**config.mk**
```make
export PLATFORM = sky130hd
export DESIGN_NAME = console_arbiter
export DESIGN_NICKNAME = d
export VERILOG_FILES = /design/src/rtl/console_pkg.sv /design/src/rtl/console_rr_pick.sv /design/src/rtl/console_arbiter.sv
export SDC_FILE = /design/constraint.sdc
export NUM_CORES = 1
export LEC_CHECK = 0
export BUFFER_PORTS_ARGS = -buffer_cell sky130_fd_sc_hd__buf_2
export CAP_MARGIN = 10
export CORE_MARGIN = 5
export CORE_UTILIZATION = 47
export DETAILED_ROUTE_END_ITERATION = 7
export PLACE_DENSITY_LB_ADDON = 0.3
export SLEW_MARGIN = 0
export SYNTH_ARGS = -nofsm -noshare
export SYNTH_HDL_FRONTEND = slang
export SYNTH_SLANG_ARGS = --single-unit
export TNS_END_PERCENT = 20
```
**constraint.sdc**
```tcl
create_clock -name i_clk -period 1.8 [get_ports i_clk]
set_clock_uncertainty 0.05 [all_clocks]
set_input_delay 0.09 -clock i_clk [delete_from_list [all_inputs] [get_ports i_clk]]
set_output_delay 0.09 -clock i_clk [all_outputs]
set_load 0.1 [all_outputs]
```
**src/rtl/console_pkg.sv**
```systemverilog
// Shared constants and state encoding for the console arbiter.
package console_pkg;

   localparam int unsigned CONSOLE_DW = 7;
   localparam logic [CONSOLE_DW-1:0] CONSOLE_LF = 7'h0a;

   typedef enum logic {
      IDLE   = 1'b0,
      LOCKED = 1'b1
   } state_e;

endpackage

```
**src/rtl/console_rr_pick.sv**
```systemverilog
// Combinational round-robin picker: first set request above last_i, wrapping.
module console_rr_pick
   import console_pkg::*;
#(
   parameter int unsigned NIN = 2,
   localparam int unsigned IW = (NIN > 1) ? $clog2(NIN) : 1
) (
   input  logic [NIN-1:0] req_i,
   input  logic [IW-1:0]  last_i,
   output logic [NIN-1:0] grant_o,
   output logic [IW-1:0]  idx_o,
   output logic           valid_o
);

   // Scan last_i+1 .. last_i+NIN (mod NIN); the first hit wins.
   always_comb begin
      int unsigned sum;
      logic [IW-1:0] k;
      grant_o = '0;
      idx_o   = '0;
      valid_o = 1'b0;
      for (int unsigned i = 1; i <= NIN; i++) begin
         sum = 32'(last_i) + i;
         if (sum >= NIN) begin
            sum = sum - NIN;
         end
         k = IW'(sum);
         if (!valid_o && req_i[k]) begin
            valid_o    = 1'b1;
            grant_o[k] = 1'b1;
            idx_o      = k;
         end
      end
   end

endmodule

```
**src/rtl/console_arbiter.sv**
```systemverilog
// Line-granular arbiter sharing one 7-bit console stream between NIN sources.
module console_arbiter
   import console_pkg::*;
#(
   parameter int unsigned NIN     = 2,
   parameter int unsigned TIMEOUT = 1024,
   parameter int unsigned LGTO    = 11
) (
   input  logic                      i_clk,
   input  logic                      i_reset_n,
   input  logic [NIN-1:0]            i_req_stb,
   input  logic [CONSOLE_DW*NIN-1:0] i_req_data,
   output logic [NIN-1:0]            o_req_busy,
   output logic                      o_console_stb,
   output logic [CONSOLE_DW-1:0]     o_console_data,
   input  logic                      i_console_busy,
   output logic [NIN-1:0]            o_grant,
   output logic                      o_active
);

   localparam int unsigned IW = (NIN > 1) ? $clog2(NIN) : 1;

   state_e                state_q;
   logic [IW-1:0]         g_q;
   logic [IW-1:0]         last_q;
   logic [NIN-1:0]        grant_q;
   logic [LGTO-1:0]       cnt_q, cnt_d;
   logic                  stb_q, stb_d;
   logic [CONSOLE_DW-1:0] data_q, data_d;

   logic                  locked;
   logic                  out_free;
   logic                  g_stb;
   logic [CONSOLE_DW-1:0] g_data;
   logic                  load;
   logic [LGTO-1:0]       cnt_inc;
   logic                  timed_out;
   logic                  rel;

   logic [NIN-1:0]        pick_grant;
   logic [IW-1:0]         pick_idx;
   logic                  pick_valid;

   console_rr_pick #(
      .NIN (NIN)
   ) u_pick (
      .req_i   (i_req_stb),
      .last_i  (last_q),
      .grant_o (pick_grant),
      .idx_o   (pick_idx),
      .valid_o (pick_valid)
   );

   // Granted-source view, load condition and release decision.
   always_comb begin
      locked    = (state_q == LOCKED);
      out_free  = !stb_q || !i_console_busy;
      g_stb     = i_req_stb[g_q];
      g_data    = i_req_data[32'(g_q)*CONSOLE_DW +: CONSOLE_DW];
      load      = locked && g_stb && out_free;
      cnt_inc   = cnt_q + LGTO'(1);
      timed_out = (TIMEOUT != 0) && locked && !g_stb && (cnt_inc == LGTO'(TIMEOUT));
      // LF load and timeout together still make a single release.
      rel       = locked && ((load && (g_data == CONSOLE_LF)) || timed_out);
   end

   // Next-state for the output register and the idle-timeout counter.
   always_comb begin
      stb_d  = stb_q;
      data_d = data_q;
      if (load) begin
         stb_d  = 1'b1;
         data_d = g_data;
      end else if (!i_console_busy) begin
         stb_d = 1'b0;
      end

      cnt_d = '0;
      if (locked && !rel && !g_stb && (TIMEOUT != 0)) begin
         cnt_d = cnt_inc;
      end
   end

   // Busy is combinational from downstream busy: there is no skid buffer.
   always_comb begin
      o_req_busy = '1;
      for (int k = 0; k < NIN; k++) begin
         if (locked && (g_q == IW'(k)) && out_free) begin
            o_req_busy[k] = 1'b0;
         end
      end
   end

   // Arbitration FSM with registered grant, counter and output stage.
   always_ff @(posedge i_clk) begin
      if (!i_reset_n) begin
         state_q <= IDLE;
         g_q     <= '0;
         last_q  <= IW'(NIN - 1);
         grant_q <= '0;
         cnt_q   <= '0;
         stb_q   <= 1'b0;
         data_q  <= '0;
      end else begin
         stb_q  <= stb_d;
         data_q <= data_d;
         cnt_q  <= cnt_d;
         case (state_q)
            IDLE: begin
               if (pick_valid) begin
                  g_q     <= pick_idx;
                  grant_q <= pick_grant;
                  state_q <= LOCKED;
               end
            end
            LOCKED: begin
               if (rel) begin
                  last_q  <= g_q;
                  grant_q <= '0;
                  state_q <= IDLE;
               end
            end
            default: state_q <= IDLE;
         endcase
      end
   end

   assign o_grant        = grant_q;
   assign o_active       = (state_q == LOCKED);
   assign o_console_stb  = stb_q;
   assign o_console_data = data_q;

endmodule
```
==> summary.md, run 1 <==
The number of buffers added on ports is 31. The cell taking the most area after synthesis is dfxtp_1. From synthesis to final layout, the design area changed by 29.6%. Static timing analysis puts the maximum clock frequency at 572 MHz. From left edge to right edge, the die measures 61.9 um.

For this run, the slowest stage of the critical path takes 0.39 ns. Proportion of power drawn by the clock network: 23.0%. On the critical path the largest part of the delay comes from simple AND/OR/NAND/NOR gates. The initial antenna violation count is 0.

Most frequent cell after synthesis: dfxtp_1. The number of DRC markers after the initial detailed-route iteration is 71, and the area share of the largest cell type after synthesis is 38.0%. The repair_antennas step left the layout with diodes totalling 0. Synthesis warning total: 0.

Clock-pin slew was measured on the worst setup and hold paths at 0.13 ns. The slowest stage of the critical path belongs to the cell mux2i_1. The critical path goes through mux2i_1, nand4_1, and3b_2, a31o_1, buf_12, nor2_2.

Counting instances, the worst hold path has a depth of 2. In this run, synthesis inferred 0 flip-flops with an integrated enable. Counting instances in the post-synthesis netlist gives the leading cell types as 24 x dfxtp_1, 14 x nand2_1, 9 x mux2i_1, 9 x nor2_2, 8 x o211a_1.

The critical path crosses 6 cells after its start point. The synthesized design contains 24 register bits. The switching component of the power was 0.399 mW; the average wire per standard cell was 14.7 um. The run gives 1.10 mW as the total power of the final layout.

The level count of the clock H-tree was 1; the total CTS buffers was 3. The start-to-end type of the worst setup path was flip-flop to flip-flop. Measured in cells, the most critical reg-to-reg path has a length of 6.

The run gives 24 as the number of sinks handled by clock tree synthesis. For this block, the routed nets add up to 3.07 mm of wire. The tools report the area inside the core boundary as 2520 um2.

In the routed layout, each cell is associated on average with a via count of 5.61. The count of buffer and inverter cells on the critical path came out at 1. For the total of endpoints with negative setup slack in the final report, the log shows 0. The run gives 4 as the number of iterations in the first detailed-routing pass.

The path class of the tightest hold or removal check is input pin to flip-flop. The run gives 1.98 ns as the data required time at the worst endpoint. The mean instance size in the synthesized netlist was 9.44 um2; the number of nets in the final layout was 201. The run gives 0 as the max-capacitance violation count. The post-cts hold buffer count was 0; the global-route track usage on met1 was 20.1%. Yosys attributes the largest share of cell area to dfxtp_1 38%, mux2i_1 7.1%, o211a_1 6.3%. The run gives 41 as the number of distinct standard cells referenced by the synthesized netlist.

The tools report the global-route wire length before repair as 4.97 mm. Counting flops with an async set or reset pin after synthesis yields a share of 0%. The logs give 0 for the number of hold violations in the final report and 16 for the pin count of the biggest net entering global routing.

Once layout is complete, the utilization of the core stands at 65.0%. The worst path uses 97.1% of the clock period. The root cell of the clock tree is clkbuf_4. The tools report the die area as 3830 um2.

The congestion estimate from routability-driven global placement came to 0.847. The tools report the post-synthesis sequential area ratio as 38.0%. In this run the worst path has a maximum fanout of 10.

VDD sags by at most 599 uV. The startpoint class of the critical path was a flip-flop. The run gives 1260 um2 as the cell area after technology mapping. The transition time at the pin with the least slew margin was 0.491 ns; the total routing resource utilization after global routing was 17.8%. The power density relative to cell area is 674 nW/um2. For the row count, the log shows 18. Startpoint of the most critical register-to-register path: g_q. The tools report the deepest clock path buffer count as 2. Data on the critical path arrives at its endpoint at 1.93 ns. Measured against its own limit, the worst slew margin works out to 67.5%. The hold-critical path endpoint was o_active. For this design the static power due to leakage is 0.762 nW.

The die is 61.9 um tall. For the worst-skew pair, the clock arrives at the later sink with an insertion delay of 0.32 ns. TritonCTS built the clock tree. Of the total power, registers draw 50.9%. Detailed placement finished with a half-perimeter wire length of 2.30 mm.

Across all register-to-register paths, the minimum setup slack is 0.05 ns. The run gives 1135 as the number of global-route vias before repair. The flow ran to the end, and the final reports show no timing, DRC or antenna violations.

The run gives 0 as the total count of max-transition violations in the final report. Once the floorplan was initialized, standard cells occupied 50.1% of the core. After filler insertion, the fill cell instance count of the layout stands at 206. The layout cell share with drive strength beyond 1 is 42.5%, and the cell count after synthesis is 134. For this run, global-route usage on met3 was measured as 3.51%. The I/O pin total was 32. In the routed design, unresolved DRC markers number 0. In this run the critical register-to-register path is captured at cnt_q[8]. In this run the most used layer during global routing was met2. Global routing used 32.3% of the available met2 tracks.

The number of nets in the synthesized netlist is 155. In this run switching power makes up 36.1% of total power. Via total after detailed routing: 1173. The tools report the endpoint type of the worst setup path as a flip-flop.

The internal power of the cells totals 0.706 mW. The routed design could run at a clock period as short as 1.75 ns. The startpoint of the worst hold path is i_req_stb[1]. Summed over all layers, the global routing overflow is 0. In the synthesized netlist the dominant register cell turns out to be dfxtp_1.

Combinational logic is responsible for 26.1% of the overall power. The run gives 0 as the count of antenna-violating nets left after detailed routing.
## layout make-up
| cell class | instances | area, um2 | share of cell area [%] |
|---|---|---|---|
| inverters | 5 | 18.8 | 1.15 |
| multi-input cells | 101 | 786 | 47.9 |
| clock buffers | 4 | 26.3 | 1.60 |
| flip-flops and latches | 24 | 498 | 30.4 |
| well taps | 30 | 37.5 | 2.29 |
| repair buffers | 45 | 273 | 16.6 |
## per-layer routing
layer  share of wire, %  routed length, um
met1                 42               1280
met3                4.8                148
met4                1.6                 48
met5                  0                  0
met2                 52               1590
## cells in the final DEF, fill, tap and decap left out, types with 2 or more instances in the layout
cell type   n
clkbuf_4    3
nor4_1      2
nand4_1     3
nor2_1      5
o21ai_0     2
xor2_1      4
nand2_1    14
nor2_2      9
and3_1      2
inv_1       5
a21oi_1     3
o211a_1     8
nor2b_1     2
dfxtp_4     4
dfxtp_1    18
nand3_1     6
buf_2      31
mux2i_1     8
nor3_1      2
dfxtp_2     2
xnor2_1     5
buf_4      13
## flip-flops by register name, summed over array words and instances, names as in the netlist
name	cells
last_q	1
o_grant	2
o_console_stb	1
o_console_data	7
g_q	1
o_active	1
cnt_q	11
## stage by stage
| stage | std cells | TNS [ns] | setup slack [ns] | cell area (um2) | hold WS [ns] |
|---|---|---|---|---|---|
| final | 209 | 0 | 0.0521 | 1640 | 0.0102 |
| after global routing | 209 | -0.0716 | -0.0136 | 1640 | 0.0268 |
| after CTS | 208 | 0 | 0.00857 | 1590 | 0.00809 |
| after detailed placement | 204 | -0.245 | -0.0344 | 1550 | 0.342 |
| after global placement | 204 | 0 | 0.0611 | 1550 | 0.329 |
| after floorplan | 134 | 0 | 0.0815 | 1270 | 0.165 |
## power by group through the flow
stage          registers, mW  clock network, mW  logic, mW
2_1_floorplan          0.707                  0     0.0867
3_3_place_gp           0.575                  0      0.283
3_5_place_dp           0.577                  0      0.287
4_1_cts                0.566              0.255      0.288
5_1_grt                0.566              0.282      0.302
6_report               0.562              0.254      0.289
## cell families (layout without fill, tap and decap cells)
family	count (synthesis)	in the layout	share of synthesized area, %
compound gates	21	21	14.0
simple gates	59	59	28.6
mux	9	9	7.12
flops	24	24	38.0
buf+inv	9	54	3.36
fa+ha+maj	2	2	1.98
xor+xnor	10	10	6.92
## repair_timing
action / 4_1_cts / 5_1_grt
resized for setup: 2 / 13
setup buffers: 0 / 1
pin swaps: 0 / 1
setup endpoints to repair: 11 / 14
## worst max-delay path by stage
stage	startpoint	end	slack, ns
after global placement	cnt_q[1]	cnt_q[7]	0.06
after CTS	cnt_q[1]	cnt_q[8]	0.009
after global routing	g_q	cnt_q[5]	-0.01
after detailed placement	cnt_q[1]	cnt_q[8]	-0.03
after floorplan	cnt_q[0]	cnt_q[9]	0.08
final	g_q	cnt_q[8]	0.05
Power figures use the tool's default switching activity.
==> run 2: changes to the inputs <==
ABC_AREA = 1   (was default)
CORE_UTILIZATION = 46   (was 47)
==> summary.md, run 2 <==
The flow ran to the end, and the final reports show no timing, DRC or antenna violations. Across the run, the number of max-cap violations was 0. The number of hold violations in the final report is 0. The die width works out to 62.2 um.

Global routing finished with a remaining overflow of 0. For the sequential power share, the log shows 46.2%. The combinational family with the most area after synthesis is simple AND/OR/NAND/NOR gates. The total of endpoints with negative setup slack in the final report came out at 0. The number of DRC markers after the initial detailed-route iteration is 39, and the number of buffers added on ports is 31. The run gives 1223 as the via total after detailed routing. In the synthesized netlist the dominant register cell turns out to be dfxtp_1.

The maximum frequency from static timing analysis came out at 598 MHz. Summing the areas of all fa, ha and maj instances in the mapped netlist gives 2.00% of the synthesized area. In the final timing run, aggregate negative setup slack is 0 ns. The synthesized netlist devotes 39.5% of its cell area to simple gates.

The mean instance size in the synthesized netlist is 6.84 um2, and the share of flip-flops with an asynchronous set or reset after synthesis is 0%. The number of enable flip-flop cells after synthesis works out to 0. At the end of the flow, the number of nets in the layout was 243. The final layout contains routed wiring with a total length of 2.77 mm.

The number of global-route vias before repair was 1118; the initial antenna violation count was 0. Start-to-end type of the worst setup path: flip-flop to flip-flop. The multiplexer area fraction after synthesis is 0.799%. Summed over all instances, the cell type with the most area after synthesis is dfxtp_1. The logs give 245 for the total instance count after detailed placement and 38.4% for the post-synthesis sequential area ratio. VDD sags by at most 549 uV. The die area is 3870 um2, and the synthesis warning total is 0. Once the floorplan was initialized, standard cells occupied 46.6% of the core. The detail route stage leaves a number of antenna-violating nets equal to 0. The antenna diode count is 0, and the switching component of the power is 0.432 mW. The run gives 27.2% as the proportion of power drawn by the clock network. After detailed routing, the number of remaining DRC violations is 0. After filler insertion, the fill cell instance count of the layout stands at 266. The row count is 19, and the average wire per standard cell is 11.0 um. The run gives 2.15 mm as the final HPWL from detailed placement. For the pin with the worst max-slew slack, the measured transition is 0.495 ns.

Among all cell types in the netlist, the one instantiated most often is nand2_1. Net switching is 35.1% of the power. Setup repair after global routing left no endpoint under its margin. Using the TritonRoute via totals, the vias-per-cell ratio works out to 4.85. The total routing resource utilization after global routing is 13.9%. The first global-routing pass estimated 4.57 mm of wire.

Routability congestion estimate: 0.780. In the layout the commonest cells are 59 x nand2_1, 31 x buf_2, 22 x nor2_1. The tools report the level count of the clock H-tree as 1.

For this run, the detailed router's first-pass iteration total came to 4. The smallest clock period supported by the final layout is computed as 1.67 ns. The synthesized design contains 24 register bits. For the area inside the core boundary, the log shows 2690 um2. In this run the worst hold path is classified as input pin to flip-flop. From bottom edge to top edge, the die measures 62.2 um. The data required time at the worst endpoint is 1.97 ns, and the xor/xnor cell area share of the yosys netlist is 0.699%.

The area added between synthesis and finish is 24.3%, and the total CTS buffers is 3. For the internal power component, the log shows 0.799 mW. The clock net in this run drives a total of 24 sinks. Clock-pin slew was measured on the worst setup and hold paths at 0.14 ns. The tools report the deepest clock path buffer count as 2.

The number of nets handed over by synthesis was 204. The commonest cells after synthesis are 59 x nand2_1, 25 x nor2_1, 24 x dfxtp_1. Synthesis handed over a netlist of 183 instances.

Of all nets on the critical path, the largest fanout is 6. Of the available clock period, the critical path in the final layout requires 92.9%. The number of flip-flops under the largest register name is 11, and the normalized max-slew margin is 67.3%. 32 I/O pins were placed.

Data arrives at the worst endpoint at 1.84 ns. Counting distinct cell types in the post-synthesis netlist gives 29. The worst setup path is captured at a flip-flop. Of the post-synthesis cell area, the dominant cell type holds 38.4%. After the flow finishes, the layout carries non-filler instances totaling 252. The insertion delay to the later sink of the worst-skew pair was 0.31 ns; the total count of max-transition violations in the final report was 0. The cell area after technology mapping was 1250 um2. The tools report the pin count of the biggest net entering global routing as 15. Of the cells placed in the final design, the portion with a size suffix greater than 1 is 26.7%. In this run the power density over the cells is 791 nW/um2. The root cell of the clock tree was clkbuf_4.

The register with the most flip-flops in the final layout is cnt_q. In this run the static leakage power is 0.715 nW. TritonCTS built the clock tree. By area the synthesized netlist is led by dfxtp_1 38%, nand2_1 18%, nor2_1 7.5%.

The compound-gate portion of the synthesized area came out at 9.39%. The commonest non-fill, non-tap cell in the layout is nand2_1. The run gives 26.6% as the relative contribution of combinational cells to total power. STA classifies the critical path startpoint as a flip-flop.
run 2: cell count changes after synthesis, moves of 7 or more:
cell	previous run	this run
a21oi_1	3	11
nand2_1	14	59
nor2_2	9	2
inv_1	5	18
nand3_1	6	14
mux2i_1	9	1
nor2_1	5	25
o211a_1	8	0
run 2: cells by family (layout without fill, tap and decap cells):
| logic type | after synthesis | count (layout) |
|---|---|---|
| AOI/OAI and AO/OA | 19 | 19 |
| xor gates and xnor gates | 1 | 1 |
| adders and majority gates | 2 | 2 |
| buffers and inverters | 24 | 61 |
| DFF | 24 | 24 |
| muxes | 1 | 1 |
| and+or+nand+nor | 112 | 113 |
run 2: layout make-up:
cell class / count / area [um2] / area share (%)
tap: 31 / 38.8 / 2.49
multi-input combinational: 136 / 699 / 44.9
sequential: 24 / 487 / 31.3
clock buffer: 4 / 47.5 / 3.05
inverter: 19 / 71.3 / 4.58
timing repair buffer: 38 / 213 / 13.7
run 2: power by group through the flow:
stage | Clock, mW | Combinational [mW] | Sequential, mW
CTS | 0.341 | 0.325 | 0.568
floorplan | 0 | 0.130 | 0.709
detailed placement | 0 | 0.321 | 0.579
global route | 0.366 | 0.348 | 0.573
global placement | 0 | 0.321 | 0.579
finish | 0.335 | 0.327 | 0.569
run 2: metal layers:
metal	up-vias	share of wire, %	track usage (%)
met3	2	5.6	2.34
li1	663	-	-
met5	-	0	0
met4	0	0.69	5.69
met2	29	48	24.5
met1	529	46	16.5
run 2: stage by stage:
stage | setup WS [ns] | hold slack [ns] | total power [mW] | area (um2) | utilization [%]
after global routing | 0.0305 | 0.0715 | 1.29 | 1560 | 57.9
after floorplan | 0.0213 | 0.124 | 0.839 | 1260 | -
after detailed placement | 0.0861 | 0.259 | 0.900 | 1440 | 53.7
after global placement | 0.126 | 0.252 | 0.900 | 1440 | 53.7
final | 0.127 | 0.0354 | 1.23 | 1560 | 57.9
after CTS | 0.0679 | 0.0356 | 1.23 | 1510 | 56.3
run 2: path summary, 6_finish.rpt:
path,from,endpoint,slack (ns),depth (start not counted)
worst min register to register,o_console_data[2],o_console_data[2],0.42,2
worst max-delay path,cnt_q[0],cnt_q[8],0.13,10
worst max register to register,cnt_q[0],cnt_q[8],0.13,10
worst min-delay path,i_req_stb[0],o_grant[0],0.04,3
run 2: timing repair:
item	CTS	global route
hold buffers	2	0
hold endpoints to repair	3	0
resized for setup	0	8
endpoints found under the setup margin	0	11
buffers inserted	0	0
run 2: critical path, cell delays in order, from the launching register on:
cell and delay [ns]:
dfxtp_1 0.36, ha_2 0.21, nand3_2 0.13, nor2_4 0.12
nand2_1 0.06, nand2_1 0.05, nand2_1 0.06, nor2_1 0.18
nand3_4 0.15, nand4_2 0.15, nor2_1 0.05
